===== src/rtl/traffic_pkg.sv =====
// Shared types for the traffic phase sequencer: phase encoding and light codes.
// Latency: none (types and constants only).
// Backpressure: not applicable.
package traffic_pkg;

    typedef enum logic [2:0] {
        MAIN_GREEN  = 3'd0,
        MAIN_YELLOW = 3'd1,
        RED_A       = 3'd2,
        SIDE_GREEN  = 3'd3,
        SIDE_YELLOW = 3'd4,
        RED_B       = 3'd5,
        PED_WALK    = 3'd6
    } phase_t;

    // Light outputs are one-hot {red,yellow,green}.
    localparam logic [2:0] LIGHT_RED    = 3'b100;
    localparam logic [2:0] LIGHT_YELLOW = 3'b010;
    localparam logic [2:0] LIGHT_GREEN  = 3'b001;

    // A duration is usable only if it is non-zero and its last count fits the timer.
    function automatic bit duration_ok(input int dur, input int width);
        return (dur > 0) && (dur < (1 << width));
    endfunction

endpackage


===== src/rtl/phase_timer.sv =====
// Phase timer: counts cycles in the current phase and flags the last one.
// Latency: tc is combinational from the count register; clear takes effect next edge.
// Backpressure: saturates at dur-1 until cleared, so a held phase never wraps.
module phase_timer #(
    parameter int CNT_W = 6
) (
    input  logic             clk,
    input  logic             reset,
    input  logic             clear,
    input  logic [CNT_W-1:0] dur,
    output logic [CNT_W-1:0] count,
    output logic             tc
);

    assign tc = (count == (dur - CNT_W'(1)));

    // Count up each cycle, restart on clear, park on the terminal count.
    always_ff @(posedge clk or posedge reset) begin
        if (reset) begin
            count <= '0;
        end else if (clear) begin
            count <= '0;
        end else if (!tc) begin
            count <= count + CNT_W'(1);
        end
    end

endmodule


===== src/rtl/traffic_phase_seq.sv =====
// Traffic intersection phase sequencer with pedestrian and side-road demand latches.
// Latency: requests are latched on the edge they are seen; phase advances the edge after its last cycle.
// Backpressure: none; a request is held pending until its phase is entered.
module traffic_phase_seq
    import traffic_pkg::*;
#(
    parameter int CNT_W       = 6,
    parameter int GREEN_T     = 11,
    parameter int YELLOW_T    = 2,
    parameter int RED_T       = 2,
    parameter int PED_T       = 10,
    parameter int SIDE_DEMAND = 0
) (
    input  logic             clk,
    input  logic             reset,
    input  logic             ped_req,
    input  logic             side_req,
    output logic [2:0]       main_light,
    output logic [2:0]       side_light,
    output logic             walk,
    output logic             phase_done,
    output logic [2:0]       phase,
    output logic [CNT_W-1:0] count
);

    if (!duration_ok(GREEN_T, CNT_W) || !duration_ok(YELLOW_T, CNT_W) ||
        !duration_ok(RED_T, CNT_W)   || !duration_ok(PED_T, CNT_W)) begin : g_bad_duration
        $error("traffic_phase_seq: every duration must be non-zero and below 2**CNT_W");
    end

    localparam logic [CNT_W-1:0] GREEN_D  = CNT_W'(GREEN_T);
    localparam logic [CNT_W-1:0] YELLOW_D = CNT_W'(YELLOW_T);
    localparam logic [CNT_W-1:0] RED_D    = CNT_W'(RED_T);
    localparam logic [CNT_W-1:0] PED_D    = CNT_W'(PED_T);

    phase_t           state_q;
    phase_t           state_d;
    logic             ped_pending;
    logic             side_pending;
    logic [CNT_W-1:0] dur;
    logic             tc;
    logic             holding;
    logic             advance;

    // Pick the length of the phase currently running.
    always_comb begin
        dur = GREEN_D;
        case (state_q)
            MAIN_GREEN, SIDE_GREEN:   dur = GREEN_D;
            MAIN_YELLOW, SIDE_YELLOW: dur = YELLOW_D;
            RED_A, RED_B:             dur = RED_D;
            PED_WALK:                 dur = PED_D;
            default:                  dur = GREEN_D;
        endcase
    end

    // In demand mode main green parks at its last count until someone asks;
    // a raw request counts so the hold releases on the very edge it is seen.
    assign holding = (SIDE_DEMAND != 0) && (state_q == MAIN_GREEN) &&
                     !(ped_pending || side_pending || ped_req || side_req);
    assign advance = tc && !holding;

    // Gated by reset so a 1-cycle phase cannot show a pulse while reset is held.
    assign phase_done = advance && !reset;
    assign phase      = state_q;

    phase_timer #(
        .CNT_W (CNT_W)
    ) u_timer (
        .clk   (clk),
        .reset (reset),
        .clear (advance),
        .dur   (dur),
        .count (count),
        .tc    (tc)
    );

    // Phase register.
    always_ff @(posedge clk or posedge reset) begin
        if (reset) begin
            state_q <= MAIN_GREEN;
        end else begin
            state_q <= state_d;
        end
    end

    // Next phase and light decode.
    always_comb begin
        state_d    = state_q;
        main_light = LIGHT_RED;
        side_light = LIGHT_RED;
        walk       = 1'b0;
        case (state_q)
            MAIN_GREEN: begin
                main_light = LIGHT_GREEN;
                if (advance) state_d = MAIN_YELLOW;
            end
            MAIN_YELLOW: begin
                main_light = LIGHT_YELLOW;
                if (advance) state_d = RED_A;
            end
            RED_A: begin
                if (advance) state_d = SIDE_GREEN;
            end
            SIDE_GREEN: begin
                side_light = LIGHT_GREEN;
                if (advance) state_d = SIDE_YELLOW;
            end
            SIDE_YELLOW: begin
                side_light = LIGHT_YELLOW;
                if (advance) state_d = RED_B;
            end
            RED_B: begin
                if (advance) state_d = ped_pending ? PED_WALK : MAIN_GREEN;
            end
            PED_WALK: begin
                walk = 1'b1;
                if (advance) state_d = MAIN_GREEN;
            end
            default: begin
                state_d = MAIN_GREEN;
            end
        endcase
    end

    // Pedestrian latch: cleared on entry to the walk (clear beats a coincident request).
    always_ff @(posedge clk or posedge reset) begin
        if (reset) begin
            ped_pending <= 1'b0;
        end else if (advance && (state_q == RED_B) && ped_pending) begin
            ped_pending <= 1'b0;
        end else if (ped_req && (state_q != PED_WALK)) begin
            ped_pending <= 1'b1;
        end
    end

    // Side-road latch: cleared on entry to side green (clear beats a coincident request).
    always_ff @(posedge clk or posedge reset) begin
        if (reset) begin
            side_pending <= 1'b0;
        end else if (advance && (state_q == RED_A)) begin
            side_pending <= 1'b0;
        end else if (side_req) begin
            side_pending <= 1'b1;
        end
    end

endmodule


===== config.mk =====
export PLATFORM = sky130hd
export DESIGN_NAME = traffic_phase_seq
export DESIGN_NICKNAME = d
export VERILOG_FILES = /design/src/rtl/traffic_pkg.sv /design/src/rtl/phase_timer.sv /design/src/rtl/traffic_phase_seq.sv
export SDC_FILE = /design/constraint.sdc
export NUM_CORES = 1
export LEC_CHECK = 0
export CORE_ASPECT_RATIO = 0.9
export CORE_UTILIZATION = 35
export CTS_BUF_LIST = sky130_fd_sc_hd__clkbuf_8
export DETAILED_ROUTE_END_ITERATION = 12
export MAX_ROUTING_LAYER = met4
export PLACE_DENSITY_LB_ADDON = 0.2
export SLEW_MARGIN = 10
export SYNTH_ARGS = -nofsm -noshare
export SYNTH_HDL_FRONTEND = slang
export SYNTH_SLANG_ARGS = --single-unit
export TNS_END_PERCENT = 30

===== constraint.sdc =====
create_clock -name clk -period 4.25 [get_ports clk]
set_input_delay 0.85 -clock clk [delete_from_list [all_inputs] [get_ports clk]]
set_output_delay 0.85 -clock clk [all_outputs]
set_load 0.01 [all_outputs]

After elaboration in Yosys (flattened, before gate mapping) --
Cells that the tools add are included.
Storage, ports and cells: bits of input ports 4, logic and storage cells 45, output and inout port bits 17, bits in registers 10
Cells by class: eq/ne operators 15, add/sub/neg operators 2, reductions and logical operators 9, multiplexer cells 16
Operators by type and width (number):
- $mux W3 | 8
- $pmux W3 S7 | 1
- $ne A2 B2 Y1 const B | 7
- $pmux W3 S2 | 2
- $eq A3 B3 Y1 const B | 3
- $pmux W4 S2 | 1
- $reduce_and A7 Y1 | 1
- $add A6 B1 Y6 const B | 1
- $eq A3 B2 Y1 const B | 2
- $eq A6 B6 Y1 | 1
- $mux W6 | 1
- $sub A4 B1 Y5 const B | 1
- $logic_and A1 B1 Y1 | 4
- $reduce_or A4 Y1 | 1
- $eq A3 B1 Y1 const B | 1
- $logic_not A3 Y1 | 1
- $mux W1 | 3
- $ne A3 B3 Y1 const B | 1
- $reduce_bool A2 Y1 | 1
- $logic_not A1 Y1 | 1

Longest topological paths before layout --
Gate-level depths: netlist of run 1.
depth after elaboration 8, depth in mapped cells 6, mapped depth without buffers 5

Cells and area by module --
From an unflattened synthesis of run 1, not the netlist that was laid out.
Second synthesis, totals: cell total of the unflattened synthesis 113, area total of the unflattened synthesis 905.9 um^2
By module, submodules not included:
- phase_timer | area each 598.1 um^2, cells each 73, instances 1, sequential area each 150.1 um^2
- traffic_phase_seq | area each 307.8 um^2, cells each 40, instances 1, sequential area each 100.1 um^2

Worst setup path after synthesis of run 1 --
OpenSTA, ideal clock, no wires.
path type flip-flop to output port, from register state_q[2], in the netlist phase[2], to output phase_done, arrival 1.422 ns, buffers on the path 1, slack 1.978 ns, required time 3.400 ns, stages on the path, launching flop included 6, path through dfrtp_1 -> buf_6 -> nor4b_2 -> a21oi_1 -> o211a_4 -> nor3_1
On the way: word-level cells in the longest chain between the ends 6, elaborated cells between the ends (all ways) 10, those cells by class 1 x add/sub; 6 x eq/ne; 1 x mux; 2 x reduce/logical
Ends and longest elaborated chain:
- start, declared | RTL line traffic_phase_seq.sv:36 | phase_t state_q;
- start signal, assigned | RTL line traffic_phase_seq.sv:83 | state_q <= state_d;
- $eq A3 B3 Y1 (tied with other cells) | RTL line traffic_phase_seq.sv:48 | case (state_q)
- $reduce_or A4 Y1 (no line)
- $pmux W4 S2 * | RTL line traffic_phase_seq.sv:48
- $sub A4 B1 Y5 * | RTL line phase_timer.sv:15 | assign tc = (count == (dur - CNT_W'(1)));
- $eq A6 B6 Y1 * | RTL line phase_timer.sv:15
- $logic_and A1 B1 Y1 * | RTL line traffic_phase_seq.sv:64 | assign phase_done = advance && !reset;
- end, declared | RTL line traffic_phase_seq.sv:21 | output logic phase_done,
Every way passes the cells marked *; elsewhere a longest branch is shown, timed or not.

Worst setup path in the final report of run 1 --
from register state_q[1], in the netlist phase[1], to output phase_done
Same word-level chain as after synthesis.

==> impl_metrics.ini, run 1 <==
[flow_run]
timing.max_cap.violations = 0

[clock_tree]
cts_hold_repair.buffers = 0
clockBufferDepth = 2
path_clk_slew_ps = 40
total_number_of_clock_tree_sinks = 10
cts_tree = done
post_cts.repair.setup_buffers = 0
htree_num_levels = 1
cts_inserted_buffers = 3
cts_root_buf = clkbuf_8
worst_skew_pair.late_latency_ps = 230
post_cts.resized_instances = 0

[power_and_ir_drop]
power_switching_share_pct = 17.7
internal_uw = 159
irDropWorstVdd_v = 0.000239
p_sw_uw = 34.2
pwr_density_cell_mw_per_mm2 = 227
clockPowerShare_pct = 48.4
seq_power_share_pct = 49.5
cell_leakage_power_nw = 0.327
pwr-share-comb_pct = 2.2

[finish]
design_area_um2 = 852
layout_common_cells = 19 x clkdlybuf4s50_1, 10 x dfrtp_1, 9 x nor2_1
fin_nets = 91
finish.utilization_pct = 55.1
mostFrequentLayoutCell = clkdlybuf4s50_1
final_layout_size_suffix_gt1_share_pct = 10.7
finish.cell_count_without_fillers = 106
syn_to_final_growth_pct = 38.7
multi_input_area_um2 = 324
insertedDiodeCount = 0
fillCellCount = 146
sequential_cell_area_um2 = 250

[floorplan]
row_count = 13
initial_core_utilization_pct = 39.8
dieHeight_um = 41.7
die_x_um = 46.2
die-area_mm2 = 0.00193
area_inside_the_core_boundary_mm2 = 0.00155
boundaryPins = 21

[sta]
rsz0062_at_grt = false
worst_slew_pin_slew_ps = 461
timing.setup.tns_ps = 0
fin_worst_skew_ps = 0.279
final_setup_violation_count = 0
hold_viol_final = 0
final.period_utilization_pct = 73.0
final.min_clock_period_ps = 3100
max_clock_freq_ghz = 0.322
maxSlewHeadroom_pct = 69.3
report.final.slew_viol_count = 0

[routing]
met3RoutedLength_um = 57
drt_wl_total_um = 1340
vias = 564
dr.pass1.iters = 4
drt_first_iter_violations = 13
top_signal_layer_used = met4
met2_wirelength_um = 598
via_density_per_instance = 5.32
postRouteAntennaNets = 0
drc = 0
detail_route.wirelength.met1_um = 668
wl_per_cell_um = 12.6

[critical_path]
timing.critical_path.to_type = output port
crit_family = buffers and inverters
worst_path_max_delay_cell = dfrtp_1
path_max_fanout = 14
cp_cell_sequence = inv_1 -> o22ai_1 -> o221ai_2 -> nor3_1 -> clkdlybuf4s50_1
worst-endpoint-required_ps = 3400
worstPathBufferInverterCount = 2
arrival_ps = 2250
critical_path.max_stage_delay_ps = 620
setup.worst_path.start_class = register
timing.setup.critical_path_class = register to output port

[logic_synthesis]
syn_area_per_cell_um2 = 9.45
synth_cell_types = 28
synth-main-ff-cell = dfrtp_1
synthesis.yosys.warnings = 0
ys_ff_latch = 10
synth_enable_flop_cells = 0
cell_area_synth_um2 = 614
synthesis.instances = 65
mappedNetlistNets = 70
synth-async-reset-ratio_pct = 100
ys_seq_area_share_pct = 40.7

[status]
outcome = completed

[place]
io_buffers = 19
hpwl_um = 966
dpl-instance-area_um2 = 811
post-place-cells = 103
placer_s_final_routability_congestion_estimate = 0.721

[grt]
grt_remaining_overflow = 0
antenna_found_initial = 0
grt_pass1_wl_um = 2300
grtUsageTotal_pct = 16.6
number_of_global_route_vias_before_repair = 532
pin_count_of_the_biggest_net_entering_global_routing = 15

[min_path]
worst_hold_path_type = register to register
## sequential cells by signal (all words and copies together), names as in the netlist
name and count:
u_timer.count 6, phase 3, ped_pending 1
## worst paths after layout
path                                  startpoint          endpoint  slack [ps]  cells past startpoint
min in group asynchronous                  reset       ped_pending         920                      2
worst min register to register  u_timer.count[5]  u_timer.count[5]         490                      1
max in group asynchronous                  reset          phase[1]        3060                      2
worst max register to register          phase[1]          phase[0]        2140                      5
worst max-delay path                    phase[1]        phase_done        1150                      5
worst min-delay path            u_timer.count[5]  u_timer.count[5]         490                      1
## power groups by stage
stage               logic, mW  clock network (mW)  registers, mW
floorplan             0.00189                   0         0.0970
global placement      0.00444                   0         0.0970
detailed placement    0.00438                   0         0.0970
CTS                   0.00441              0.0956         0.0956
global route          0.00506               0.101         0.0955
finish                0.00416              0.0936         0.0957
## metal layers
| metal | vias up | GRT usage, % |
|---|---|---|
| li1 | 279 | - |
| met1 | 268 | 22.2 |
| met2 | 15 | 23.4 |
| met3 | 2 | 7.83 |
| met4 | 0 | 1.76 |
| met5 | - | - |
## per-stage QoR
step | power, mW | setup WS [ps] | hold slack (ps)
global placement | 0.101 | 1390 | 487
finish | 0.193 | 1150 | 494
detailed placement | 0.101 | 1370 | 494
floorplan | 0.0989 | 1980 | 500
CTS | 0.196 | 1120 | 502
global route | 0.202 | 959 | 533
## cell type report
class	instances	area share, %
Multi-Input combinational cell	47	38.0
Tap cell	22	3.23
Timing Repair Buffer	19	22.3
Clock buffer	3	4.85
Sequential cell	10	29.4
Inverter	5	2.20
## synthesized netlist by cell type, types with 2 or more instances
cell | n | area, um2
a21oi_1 | 3 | 15.0
nor2b_1 | 2 | 12.5
nor3_1 | 4 | 20.0
nand3_1 | 4 | 20.0
dfrtp_1 | 10 | 250
nand2_1 | 3 | 11.3
nor2_1 | 9 | 33.8
inv_1 | 5 | 18.8
xnor2_1 | 3 | 26.3
o311ai_0 | 3 | 26.3
o211ai_1 | 2 | 15.0
## cell families (layout without fill, tap and decap cells)
logic type / after synthesis / in the layout / share of synthesized area, %
buffers and inverters: 8 / 27 / 6.52
muxes: 1 / 1 / 1.83
and+or+nand+nor: 28 / 28 / 25.1
AOI/OAI and AO/OA: 13 / 13 / 18.1
xor gates and xnor gates: 4 / 4 / 5.70
DFF: 10 / 10 / 40.7
adders and majority gates: 1 / 1 / 2.04
(Power assumes the default switching activity.)
==> run 2, diff against run 1 <==
==> constraint.sdc (replaced) <==
create_clock -name clk -period 3.25 [get_ports clk]
set_input_delay 0.65 -clock clk [delete_from_list [all_inputs] [get_ports clk]]
set_output_delay 0.65 -clock clk [all_outputs]
set_load 0.01 [all_outputs]
==> impl_metrics.ini, run 2 (synthesis gave the netlist of run 1 again) <==
[finish]
layout_common_cells = 19 x clkdlybuf4s50_1, 10 x dfrtp_1, 9 x nor2_1
fin_nets = 91
largest_reg_flops = 6
insertedDiodeCount = 0
final_layout_size_suffix_gt1_share_pct = 10.7
mostFrequentLayoutCell = clkdlybuf4s50_1
fillCellCount = 148
largest_register_by_flop_count = u_timer.count
design_area_um2 = 852
syn_to_final_growth_pct = 38.7

[grt]
antenna_found_initial = 0
number_of_global_route_vias_before_repair = 505
pin_count_of_the_biggest_net_entering_global_routing = 15
grt_pass1_wl_um = 2360
grt_remaining_overflow = 0
grtUsageTotal_pct = 17.2

[sta]
rsz0062_at_grt = false
final_setup_violation_count = 0
report.final.slew_viol_count = 0
timing.setup.tns_ps = 0
max_clock_freq_ghz = 0.348
final.period_utilization_pct = 88.4
final_critical_path_setup_slack_ps = 377
fin_worst_skew_ps = 1.44
maxSlewHeadroom_pct = 71.0
worst_slew_pin_slew_ps = 435
final.min_clock_period_ps = 2870
hold_viol_final = 0

[clock_tree]
htree_num_levels = 1
cts_inserted_buffers = 3
worst_skew_pair.late_latency_ps = 230
cts_hold_repair.buffers = 0
path_clk_slew_ps = 50
cts_tree = done
cts_root_buf = clkbuf_8
clockBufferDepth = 2
total_number_of_clock_tree_sinks = 10
post_cts.repair.setup_buffers = 0
post_cts.resized_instances = 0

[critical_path]
timing.critical_path.to_type = output port
timing.setup.critical_path_class = register to output port
setup.worst_path.start_class = register
worst-endpoint-required_ps = 2600
path_max_fanout = 14
arrival_ps = 2220

[floorplan]
die_x_um = 46.2
row_count = 13
area_inside_the_core_boundary_mm2 = 0.00155
initial_core_utilization_pct = 39.8
die-area_mm2 = 0.00193
dieHeight_um = 41.7
boundaryPins = 21

[place]
dpl-instance-area_um2 = 811
hpwl_um = 948
dp_worst_setup_slack_ps = 650
io_buffers = 19
placer_s_final_routability_congestion_estimate = 0.716

[flow_run]
timing.max_cap.violations = 0

[routing]
dr.pass1.iters = 3
wl_per_cell_um = 12.5
drt_first_iter_violations = 7
via_density_per_instance = 5.21
postRouteAntennaNets = 0
drc = 0
vias = 552
drt_wl_total_um = 1330

[power_and_ir_drop]
irDropWorstVdd_v = 0.000300
pwr_density_cell_mw_per_mm2 = 301
cell_leakage_power_nw = 0.327

[min_path]
worst_hold_path_type = register to register

[status]
outcome = completed
==> run 2: metrics by stage <==
step | total power, mW | std cells | utilization [%] | hold WS, ps
floorplan | 0.129 | 65 | - | 490
global placement | 0.133 | 103 | 52.5 | 487
detailed placement | 0.133 | 103 | 52.5 | 497
CTS | 0.259 | 106 | 55.1 | 505
global route | 0.269 | 106 | 55.1 | 543
finish | 0.257 | 106 | 55.1 | 504
==> run 2: routing by layer <==
layer	GRT usage, %	up-vias	wire length [um]
met2	21.4	13	565
li1	-	276	-
met4	3.53	0	10
met5	-	-	0
met3	7.83	2	61
met1	25.2	261	689
==> run 2: critical path: stages, from the launching register on <==
cell and delay [ps]:
dfrtp_1 600, inv_1 210, o22ai_1 240, o221ai_2 200, nor3_1 170, clkdlybuf4s50_1 570
==> run 2: layout make-up <==
type                       instances  area, um2  share of cell area [%]
multi-input combinational         47        324                    38.0
sequential                        10        250                    29.4
timing repair buffer              19        190                    22.3
clock buffer                       3       41.3                    4.85
tap                               22       27.5                    3.23
inverter                           5       18.8                    2.20
==> run 2: worst paths after layout <==
| check | cells after the start | endpoint | slack, ps | startpoint |
|---|---|---|---|---|
| min in group asynchronous | 2 | u_timer.count[4] | 720 | reset |
| worst max register to register | 5 | phase[0] | 1180 | phase[1] |
| worst max-delay path | 5 | phase_done | 380 | phase[1] |
| worst min-delay path | 1 | u_timer.count[5] | 500 | u_timer.count[5] |
| worst min register to register | 1 | u_timer.count[5] | 500 | u_timer.count[5] |
| max in group asynchronous | 2 | u_timer.count[1] | 2260 | reset |
==> run 2: power breakdown <==
part / internal [mW] / switching (mW)
clock network: 0.0809 / 0.0456
registers: 0.125 / 0.0000388
logic: 0.00257 / 0.00285
==> run 3, diff against run 2 <==
--- a/config.mk
+++ b/config.mk
@@ -15,4 +15,3 @@
 export SYNTH_ARGS = -nofsm -noshare
 export SYNTH_HDL_FRONTEND = slang
 export SYNTH_SLANG_ARGS = --single-unit
-export TNS_END_PERCENT = 30
==> constraint.sdc (replaced) <==
create_clock -name clk -period 2.8 [get_ports clk]
set_input_delay 0.56 -clock clk [delete_from_list [all_inputs] [get_ports clk]]
set_output_delay 0.56 -clock clk [all_outputs]
set_load 0.01 [all_outputs]
==> impl_metrics.ini, run 3 (synthesis gave the netlist of run 1 again) <==
[min_path]
worst_hold_path_type = register to register

[routing]
drc = 0
postRouteAntennaNets = 0
vias = 550
drt_first_iter_violations = 12
wl_per_cell_um = 12.5
dr.pass1.iters = 3
drt_wl_total_um = 1360
via_density_per_instance = 5.05

[grt]
grtUsageTotal_pct = 17.1
grt_remaining_overflow = 0
antenna_found_initial = 0
grt_pass1_wl_um = 2330
pin_count_of_the_biggest_net_entering_global_routing = 15
number_of_global_route_vias_before_repair = 495

[sta]
final_setup_violation_count = 0
rsz0062_at_grt = false
worst_slew_pin_slew_ps = 377
final.min_clock_period_ps = 2610
maxSlewHeadroom_pct = 74.9
timing.setup.tns_ps = 0
fin_worst_skew_ps = 1.34
max_clock_freq_ghz = 0.383
worst_hold_slack_ps = 492
report.final.slew_viol_count = 0
hold_viol_final = 0
final.period_utilization_pct = 93.3
final_critical_path_setup_slack_ps = 186

[floorplan]
area_inside_the_core_boundary_mm2 = 0.00155
dieHeight_um = 41.7
boundaryPins = 21
row_count = 13
die-area_mm2 = 0.00193
initial_core_utilization_pct = 39.8
die_x_um = 46.2

[finish]
fin_nets = 94
largest_register_by_flop_count = u_timer.count
largest_reg_flops = 6
syn_to_final_growth_pct = 45.0
fillCellCount = 148
sequential_cell_area_um2 = 254
final_layout_size_suffix_gt1_share_pct = 17.2
multi_input_area_um2 = 324
layout_common_cells = 19 x clkdlybuf4s50_1, 9 x nor2_1, 7 x dfrtp_1
mostFrequentLayoutCell = clkdlybuf4s50_1
insertedDiodeCount = 0

[place]
hpwl_um = 968
placer_s_final_routability_congestion_estimate = 0.716
io_buffers = 19
dp_worst_setup_slack_ps = 267

[power_and_ir_drop]
pwr_density_cell_mw_per_mm2 = 335
cell_leakage_power_nw = 0.341
irDropWorstVdd_v = 0.000347

[critical_path]
path_max_fanout = 8
timing.critical_path.to_type = output port
worst-endpoint-required_ps = 2240
setup.worst_path.start_class = register
arrival_ps = 2050
timing.setup.critical_path_class = register to output port

[clock_tree]
total_number_of_clock_tree_sinks = 10
worst_skew_pair.late_latency_ps = 240
clockBufferDepth = 2
cts_tree = done
htree_num_levels = 1
cts_root_buf = clkbuf_8
cts_inserted_buffers = 3
path_clk_slew_ps = 40

[flow_run]
timing.max_cap.violations = 0

[status]
outcome = completed
==> run 3: changes by cell type in the layout (fill, tap and decap cells not counted) <==
cell and change:
dfrtp_1 -3, dfrtp_2 +3, buf_4 +2, buf_12 +1
==> run 3: worst max-delay path: stages, from the launching register on <==
cell and delay [ps]:
dfrtp_2 450, nor4b_2 290, a21oi_1 80, o211a_4 260
nor3_1 170, clkdlybuf4s50_1 560
==> run 3: what timing repair did <==
item                                    4_1_cts  5_1_grt
hold buffers                                  0        0
setup buffers                                 0        3
endpoints found under the setup margin        1        1
resized for setup                             1        2
==> run 3: metal layers <==
layer  track usage [%]  wire [um]
met1              23.6        697
met5                 -          0
met4              5.29         13
met3              7.83         81
met2              22.0        569
==> run 3: layout make-up <==
class | count | area share (%)
Inverter | 5 | 2.11
Clock buffer | 3 | 4.63
Sequential cell | 10 | 28.5
Tap cell | 22 | 3.09
Multi-Input combinational cell | 47 | 36.4
Timing Repair Buffer | 22 | 25.3
==> run 3: final timing paths <==
check / start / end / slack, ps / depth (start not counted)
setup / recovery: phase[2] / phase_done / 190 / 5
hold / removal: u_timer.count[5] / u_timer.count[5] / 490 / 1
setup reg to reg: phase[2] / ped_pending / 900 / 5
hold reg to reg: u_timer.count[5] / u_timer.count[5] / 490 / 1
max in group asynchronous: reset / phase[1] / 1880 / 2
min in group asynchronous: reset / ped_pending / 630 / 2
==> run 3: stage by stage <==
step / cell area, um2 / total power, mW / utilization, % / std cells
after floorplan: 614 / 0.150 / - / 65
after global placement: 811 / 0.154 / 52.5 / 103
after detailed placement: 811 / 0.154 / 52.5 / 103
after CTS: 853 / 0.302 / 55.2 / 106
after global routing: 891 / 0.311 / 57.7 / 109
final: 891 / 0.298 / 57.7 / 109
==> run 3: power by group <==
group	internal [mW]	switching [mW]	leakage, nW
Sequential	0.145	0.0000415	0.120
Clock	0.0938	0.0532	0.0216
Combinational	0.00298	0.00333	0.199
